[src/rtl/f_loader.sv]
// F-memory loader: reduces signed coefficients into [0,Q) and writes them to addresses 0..P-1.
// Optional macro F_LOADER_ZERO_PAD_EN adds a PAD state that zero-fills addresses P..PAD_LEN-1.
module f_loader #(
  parameter int RAM_WIDTH     = 13,
  parameter int RAM_ADDR_BITS = 11,
  parameter int P             = 757,
  parameter int Q             = 5167,
  parameter int PAD_LEN       = 768
) (
  input  logic                        clk,
  input  logic                        rst_n,
  input  logic                        start,
  input  logic                        in_valid,
  input  logic signed [RAM_WIDTH:0]   in_coef,
  output logic                        in_ready,
  output logic                        write_enable,
  output logic [RAM_ADDR_BITS-1:0]    write_address,
  output logic [RAM_WIDTH-1:0]        input_data,
  output logic                        busy,
  output logic                        done,
  output logic                        range_err
);

  // One spare bit so the counter can represent PAD_LEN == 2**RAM_ADDR_BITS.
  localparam int CNT_W = RAM_ADDR_BITS + 1;
  localparam logic [CNT_W-1:0] LAST_COEF = CNT_W'(P - 1);

`ifdef F_LOADER_ZERO_PAD_EN
  localparam logic [CNT_W-1:0] LAST_PAD = CNT_W'(PAD_LEN - 1);
  localparam bit HAS_PAD = (PAD_LEN > P);
  typedef enum logic [1:0] {IDLE, LOAD, PAD, FIN} state_e;
`else
  typedef enum logic [1:0] {IDLE, LOAD, FIN} state_e;
`endif

  generate
    if (Q <= 0 || Q >= 2**RAM_WIDTH || P < 1 || P > PAD_LEN ||
        PAD_LEN > 2**RAM_ADDR_BITS) begin : g_bad_cfg
      $error("f_loader: invalid parameter set");
    end
  endgenerate

  // Returns {out_of_range, reduced value}; out-of-range inputs map to 0.
  function automatic logic [RAM_WIDTH:0] reduce_coef(input logic signed [RAM_WIDTH:0] c);
    logic signed [RAM_WIDTH+1:0] cx;
    logic signed [RAM_WIDTH+1:0] qx;
    logic signed [RAM_WIDTH+1:0] sum;
    cx  = {c[RAM_WIDTH], c};
    qx  = (RAM_WIDTH+2)'(Q);
    sum = cx + qx;
    if (!cx[RAM_WIDTH+1]) begin
      if (cx < qx) return {1'b0, cx[RAM_WIDTH-1:0]};
    end else if (!sum[RAM_WIDTH+1] && (sum != '0)) begin
      return {1'b0, sum[RAM_WIDTH-1:0]};
    end
    return {1'b1, {RAM_WIDTH{1'b0}}};
  endfunction

  state_e                     state_q, state_d;
  logic [CNT_W-1:0]           cnt_q, cnt_d;
  logic                       we_q, we_d;
  logic [RAM_ADDR_BITS-1:0]   addr_q, addr_d;
  logic [RAM_WIDTH-1:0]       data_q, data_d;
  logic                       err_q, err_d;
  logic [RAM_WIDTH:0]         red;

  assign red = reduce_coef(in_coef);

  always_ff @(posedge clk or negedge rst_n) begin
    if (!rst_n) begin
      state_q <= IDLE;
    end else begin
      state_q <= state_d;
    end
  end

  always_ff @(posedge clk or negedge rst_n) begin
    if (!rst_n) begin
      cnt_q  <= '0;
      we_q   <= 1'b0;
      addr_q <= '0;
      data_q <= '0;
      err_q  <= 1'b0;
    end else begin
      cnt_q  <= cnt_d;
      we_q   <= we_d;
      addr_q <= addr_d;
      data_q <= data_d;
      err_q  <= err_d;
    end
  end

  always_comb begin
    state_d = state_q;
    case (state_q)
      IDLE: if (start) state_d = LOAD;
      LOAD: begin
        if (in_valid && (cnt_q == LAST_COEF)) begin
`ifdef F_LOADER_ZERO_PAD_EN
          state_d = HAS_PAD ? PAD : FIN;
`else
          state_d = FIN;
`endif
        end
      end
`ifdef F_LOADER_ZERO_PAD_EN
      PAD:  if (cnt_q == LAST_PAD) state_d = FIN;
`endif
      // FIN waits while the final registered write is still on the bus.
      FIN:  if (!we_q) state_d = IDLE;
      default: state_d = IDLE;
    endcase
  end

  always_comb begin
    cnt_d  = cnt_q;
    we_d   = 1'b0;
    addr_d = addr_q;
    data_d = data_q;
    err_d  = err_q;
    case (state_q)
      IDLE: begin
        if (start) begin
          cnt_d = '0;
          err_d = 1'b0;
        end
      end
      LOAD: begin
        if (in_valid) begin
          we_d   = 1'b1;
          addr_d = cnt_q[RAM_ADDR_BITS-1:0];
          data_d = red[RAM_WIDTH-1:0];
          err_d  = err_q | red[RAM_WIDTH];
          cnt_d  = cnt_q + CNT_W'(1);
        end
      end
`ifdef F_LOADER_ZERO_PAD_EN
      PAD: begin
        we_d   = 1'b1;
        addr_d = cnt_q[RAM_ADDR_BITS-1:0];
        data_d = '0;
        cnt_d  = cnt_q + CNT_W'(1);
      end
`endif
      default: ;
    endcase
  end

  assign in_ready      = (state_q == LOAD);
  assign busy          = (state_q != IDLE);
  assign done          = (state_q == FIN) && !we_q;
  assign write_enable  = we_q;
  assign write_address = addr_q;
  assign input_data    = data_q;
  assign range_err     = err_q;

endmodule

[config.mk]
export PLATFORM = sky130hd
export DESIGN_NAME = f_loader
export DESIGN_NICKNAME = d
export VERILOG_FILES = /design/src/rtl/f_loader.sv
export SDC_FILE = /design/constraint.sdc
export NUM_CORES = 1
export LEC_CHECK = 0
export CAP_MARGIN = 20
export CORE_ASPECT_RATIO = 0.75
export CORE_MARGIN = 4
export CORE_UTILIZATION = 45
export DETAILED_ROUTE_END_ITERATION = 6
export DONT_BUFFER_PORTS = 1
export HOLD_SLACK_MARGIN = 0.05
export PLACE_DENSITY = 0.64
export SYNTH_ARGS = -nofsm -noshare
export SYNTH_HDL_FRONTEND = slang
export SYNTH_SLANG_ARGS = --single-unit
[constraint.sdc]
create_clock -name clk -period 1.7 [get_ports clk]
set_clock_uncertainty 0.2 [all_clocks]
set_input_delay 0.34 -clock clk [delete_from_list [all_inputs] [get_ports clk]]
set_output_delay 0.34 -clock clk [all_outputs]
set_load 0.005 [all_outputs]
-- Yosys cells after proc, flatten, opt, wreduce, memory -nomap -nowiden
Index checks and enable logic that the tools add are counted.
- add/subtract/negate cells: 2
- multiply operators: 0
- div/mod/pow operators: 0
- $lt $le $gt $ge: 1
- eq/ne operators: 7
- shifts and indexed selects: 0
- mux-type cells: 19
- bitwise gates (word level): 1
- reductions and logical operators: 12
- operator list (cell ; count):
    2-to-1 mux 14 bit ; 4
    2-to-1 mux 12 bit ; 2
    one-hot mux 12 bit (2 select lines) ; 1
    adder 14 x 14 -> 15 bit (second input constant) ; 1
    nonzero test 15 bit ; 1
    less-than comparator 14 bit (second input constant) ; 1
    adder 12 x 1 -> 12 bit (second input constant) ; 1
    == test 12 x 10 -> 1 bit (second input constant) ; 1
    2-to-1 mux 1 bit ; 7
    2-to-1 mux 2 bit ; 3
    inequality test 2 bit (second input constant) ; 3
    one-hot mux 2 bit (3 select lines) ; 1
    AND reduction 3 bit ; 2
    nonzero test 2 bit ; 2
    logical AND 1 bit ; 3
    == test 2 x 1 -> 1 bit (second input constant) ; 1
    == test 2 bit (second input constant) ; 1
    logical NOT 1 bit ; 2
    logical NOT 2 bit ; 1
    inequality test 2 x 1 -> 1 bit (second input constant) ; 1
    one-hot mux 1 bit (2 select lines) ; 1
    AND reduction 2 bit ; 1
    OR 1 bit ; 1
- flip-flop bits (word level): 40
- latch bits: 0
- memory bits (writable): 0
- ROM bits: 0
- input port bits: 18
- word-level logic and storage cells: 48
- memories kept: 0

-- Longest topological paths before layout
Gate-level depths: netlist (run 1).
- depth in word-level cells: 9
- gate-level depth with buffers: 8
- depth with buffers taken out: 8

-- Worst setup path after synthesis (run 1)
OpenSTA, ideal clock, no wires.
- path type: input-to-reg
- start point: input in_coef[1]
- end point: register err_q (netlist: range_err)
- library setup time: 0.064 ns
- arrival: 2.186 ns
- path slack: -0.751 ns
- stages on the path: 8
- path buffers: 0
- path through: inv_1 -> ha_1 -> nor4b_4 -> nor2_1 -> or4b_1 -> a2111o_1 -> a21oi_1 -> o21a_1
- cells in the longest elaborated chain, start to end: 9
- elaborated cells between the ends (all ways): 12
- ends and longest elaborated chain (item ; line ; RTL):
    start, declared ; 14 ; input logic signed [RAM_WIDTH:0] in_coef,
    adder 14 x 14 -> 15 bit ; 50 ; sum = cx + qx;
    nonzero test 15 bit or logical NOT 1 bit (tied branches) ; 53 ; end else if (!sum[RAM_WIDTH+1] && (sum != '0)) begin
    logical AND 1 bit ; 53 ;
    2-to-1 mux 1 bit ; 53 ;
    2-to-1 mux 1 bit * ; 51 ; if (!cx[RAM_WIDTH+1]) begin
    2-to-1 mux 14 bit * ; 56 ; return {1'b1, {RAM_WIDTH{1'b0}}};
    OR 1 bit * ; 133 ; err_d = err_q | red[RAM_WIDTH];
    2-to-1 mux 1 bit * ; 129 ; if (in_valid) begin
    one-hot mux 1 bit (2 select lines) * ; 121 ; case (state_q)
    end signal, assigned ; 89 ; err_q <= err_d;
    end, declared ; 64 ; logic err_q, err_d;
Every way passes the cells marked *; elsewhere a longest branch is shown, timed or not. The select of a mux whose other input is x is not followed.
A chain may end at the register's enable or synchronous reset.

-- Worst setup path after layout (run 1)
- start point: input in_coef[1]
- end point: register data_q[1] (netlist: input_data[1])
- cells in the longest elaborated chain, start to end: 6
- elaborated cells between the ends (all ways): 12
- ends and longest elaborated chain (item ; line ; RTL):
    adder 14 x 14 -> 15 bit ; 50 ;
    nonzero test 15 bit or logical NOT 1 bit (tied branches) ; 53 ;
    logical AND 1 bit ; 53 ;
    2-to-1 mux 1 bit ; 53 ;
    2-to-1 mux 1 bit ; 51 ;
    2-to-1 mux 14 bit * ; 56 ;
    end signal, assigned ; 88 ; data_q <= data_d;
    end, declared ; 63 ; logic [RAM_WIDTH-1:0] data_q, data_d;
Marked as above.

==> results of run 1 <==
per-layer routing:
| metal | vias to the layer above | GRT usage (%) | share of wire, % |
|---|---|---|---|
| met1 | 944 | 27.88 | 49 |
| li1 | 971 | - | - |
| met2 | 62 | 25.25 | 42 |
| met3 | 6 | 8.243 | 8.8 |
| met5 | - | 0 | 0 |
| met4 | 0 | 2.547 | 0.51 |
Yosys cell counts, types with 3 or more instances:
cell type  instances  area share (%)
nand2_1           64              11
inv_1             11             1.8
xor2_1            14             5.4
o31ai_1           10             3.3
nor2_1            21             3.5
o22ai_1            3            0.83
xnor2_1            7             2.7
o211ai_1           5             1.7
a21oi_1            5             1.1
nand4_1            3            0.83
nor2b_1            4             1.1
nand3_1            7             1.5
clkbuf_1          11             1.8
dfrtp_1           40              44
o21ai_0            9             2.0
and3_1             3            0.83
ha_1               5             2.8
nor3_1             4            0.88
per-stage QoR:
step / std cells / total power, W / utilization, % / cell area [um2]
2_1_floorplan: 261 / 0.001532 / - / 2332
3_3_place_gp: 336 / 0.001665 / 52.47 / 2556
3_5_place_dp: 336 / 0.001673 / 52.47 / 2556
4_1_cts: 354 / 0.002331 / 57.81 / 2816
5_1_grt: 357 / 0.002524 / 60.61 / 2953
6_report: 357 / 0.002351 / 60.61 / 2953
cells by family after synthesis:
logic type / count (synthesis)
AND/OR/NAND/NOR: 123
multiplexers: 1
AO/OA/AOI/OAI: 47
flip-flops: 40
buffers and inverters: 24
adder cells (fa/ha/maj): 5
XOR/XNOR: 21
state kept, by name, summed over array words and instances, names as in the netlist:
signal,cells
state_q,2
range_err,1
input_data,13
cnt_q,12
write_address,11
write_enable,1
final cells by class:
cell class / instances / area share [%]
timing repair buffer: 41 / 12.75
tap: 60 / 2.542
inverter: 11 / 2.119
clock buffer: 6 / 2.458
multi-input combinational: 198 / 46.06
clock inverter: 1 / 0.1695
sequential: 40 / 33.90
power breakdown:
| part | switching, W | total [W] | internal (W) |
|---|---|---|---|
| sequential | 0.000129 | 0.00122 | 0.00109 |
| clock | 0.000302 | 0.000581 | 0.000279 |
| combinational | 0.000279 | 0.000548 | 0.000268 |
worst paths after layout:
| check | to |
|---|---|
| hold reg to reg | write_address[6] |
| min in group asynchronous | write_address[7] |
| max in group asynchronous | input_data[0] |
| setup reg to reg | cnt_q[7] |
| setup / recovery | input_data[1] |
| hold / removal | input_data[9] |
critical path, cell delays in order:
cell and delay, ns:
inv_16 0.03, ha_4 0.13, nor4b_4 0.24, nor2_2 0.06, or4b_1 0.48, a2111o_1 0.43, nand2_2 0.09, o211ai_1 0.09
timing repair:
item | 4_1_cts | 5_1_grt
buffers inserted | 2 | 3
setup endpoints to repair | 22 | 26
resized for setup | 18 | 26
hold buffers | 8 | 0
cloned | 1 | 0
endpoints found under the hold margin | 46 | 0
pin swaps | 18 | 27
==> flow_summary.yaml, run 1 <==
logic_synthesis:
  yosys_most_used_dff: "dfrtp_1"
  synth_nets: 284
  synth_fa_ha_area_share_pct: 2.758
  yosys_warnings: 0
  ys_seq_elements: 40
  synth_edf_count: 0
  synth_area_mm2: 0.002268
  synth-xor-area-share_pct: 8.108
  synthDistinctLibCells: 49
  synth_simple_gate_area_share_pct: 25.65
  async_flop_share_pct: 100.0
  syn_inst: 261
  synth_top_family_by_area: "simple AND/OR/NAND/NOR gates"
  syn_avg_cell_area_um2: 8.691
  synth-compound-area-share_pct: 14.56
  synthMuxAreaShare_pct: 0.4413
  synth_seq_area_share_pct: 44.13
power:
  power.density_mw_per_mm2: 796.0
  leakage_nw: 1.314
  ir_drop_mv: 0.4838
drt:
  final_antenna_net_count: 0
  drc: 0
  first_iter_violations: 159
  drt-total-wl_um: 5846
  wl_per_cell_um: 16.38
  vias_per_cell: 5.555
  vias: 1983
  first_pass_iters: 4
place:
  dp_slack_ns: -0.6376
  io_buffers: 0
  gp_congestion: 0.8577
  place_hpwl_um: 4080
timing:
  slew_violations: 0
  clock.fmax_mhz: 516.7
  fin_crit_sh_pct: 113.9
  finalHoldViolCount: 0
  worst_pin_slew_ns: 0.3907
  slew_headroom_pct: 73.85
  setup_tns_ns: -1.080
  finalSetupViolations: 16
  whs_ns: 0.08090
  layout_setup_ws_ns: -0.2355
  fin_crit_ns: 1.935
  rsz0062_at_grt: "yes"
global_route:
  gr-usage-all-layers_pct: 18.66
  grt_overflow: 0
  grt_pass1_wl_um: 9535
  grt_pass1_vias: 1884
  antenna_found_initial: 0
  grt_max_degree: 41
layout:
  fillCellCount: 418
  multi_input_area_mm2: 0.001360
  nNetsFinal: 320
  syn_to_final_growth_pct: 30.17
  final_cell_mix: "58 x nand2_1, 40 x dfrtp_1, 25 x buf_4"
  layout_commonest_cell: "nand2_1"
  layout.area.seq_mm2: 0.001001
  drive_gt1_share_pct: 26.94
  diodes: 0
worst_setup_path:
  cp-start-kind: "input pin"
  ff2ff_path_depth: 6
  end_kind: "flop"
  cp_max_fo: 5
  cp-startpoint: "in_coef[1]"
  r2r_setup_slack_ns: -0.10
  reg2reg_from: "state_q[1]"
  path_class: "input pin to flop"
  critPathArrivalTime_ns: 1.89
  cp.required_ns: 1.66
floorplan:
  die_w_um: 89.99
  io_pins: 47
  initial_core_util_pct: 46.56
  core_region_area_mm2: 0.004872
  die_area_mm2: 0.006253
  die_y_um: 69.49
  rows: 22
worst_hold_path:
  worst_hold_path.num_cells: 2
  hold_path_class: "input pin to flop"
  holdCritStartpoint: "in_coef[9]"
cts:
  root_buffer: "clkbuf_8"
  worstSkewPairLatency_ns: 0.28
  htreeDepth: 2
  cts_tree: "done"
  clk_path_buf_depth: 2
  cts_made_buffers: 5
  clk_pin_slew_worst_paths_ns: 0.07
  cts_sinks: 40
run:
  drv_cap: 0
status:
  violations: "setup timing"
  status: "finished with violations"
No activity file was read; power rests on OpenSTA's default activity.
==> run 2: changes to the inputs <==
--- a/config.mk
+++ b/config.mk
@@ -11,6 +11,7 @@
 export CORE_UTILIZATION = 45
 export DETAILED_ROUTE_END_ITERATION = 6
 export DONT_BUFFER_PORTS = 1
+export GPL_ROUTABILITY_DRIVEN = 0
 export HOLD_SLACK_MARGIN = 0.05
 export PLACE_DENSITY = 0.64
 export SYNTH_ARGS = -nofsm -noshare
==> results of run 2 <==
The final DEF is identical to that of run 1; final timing and power are the same.
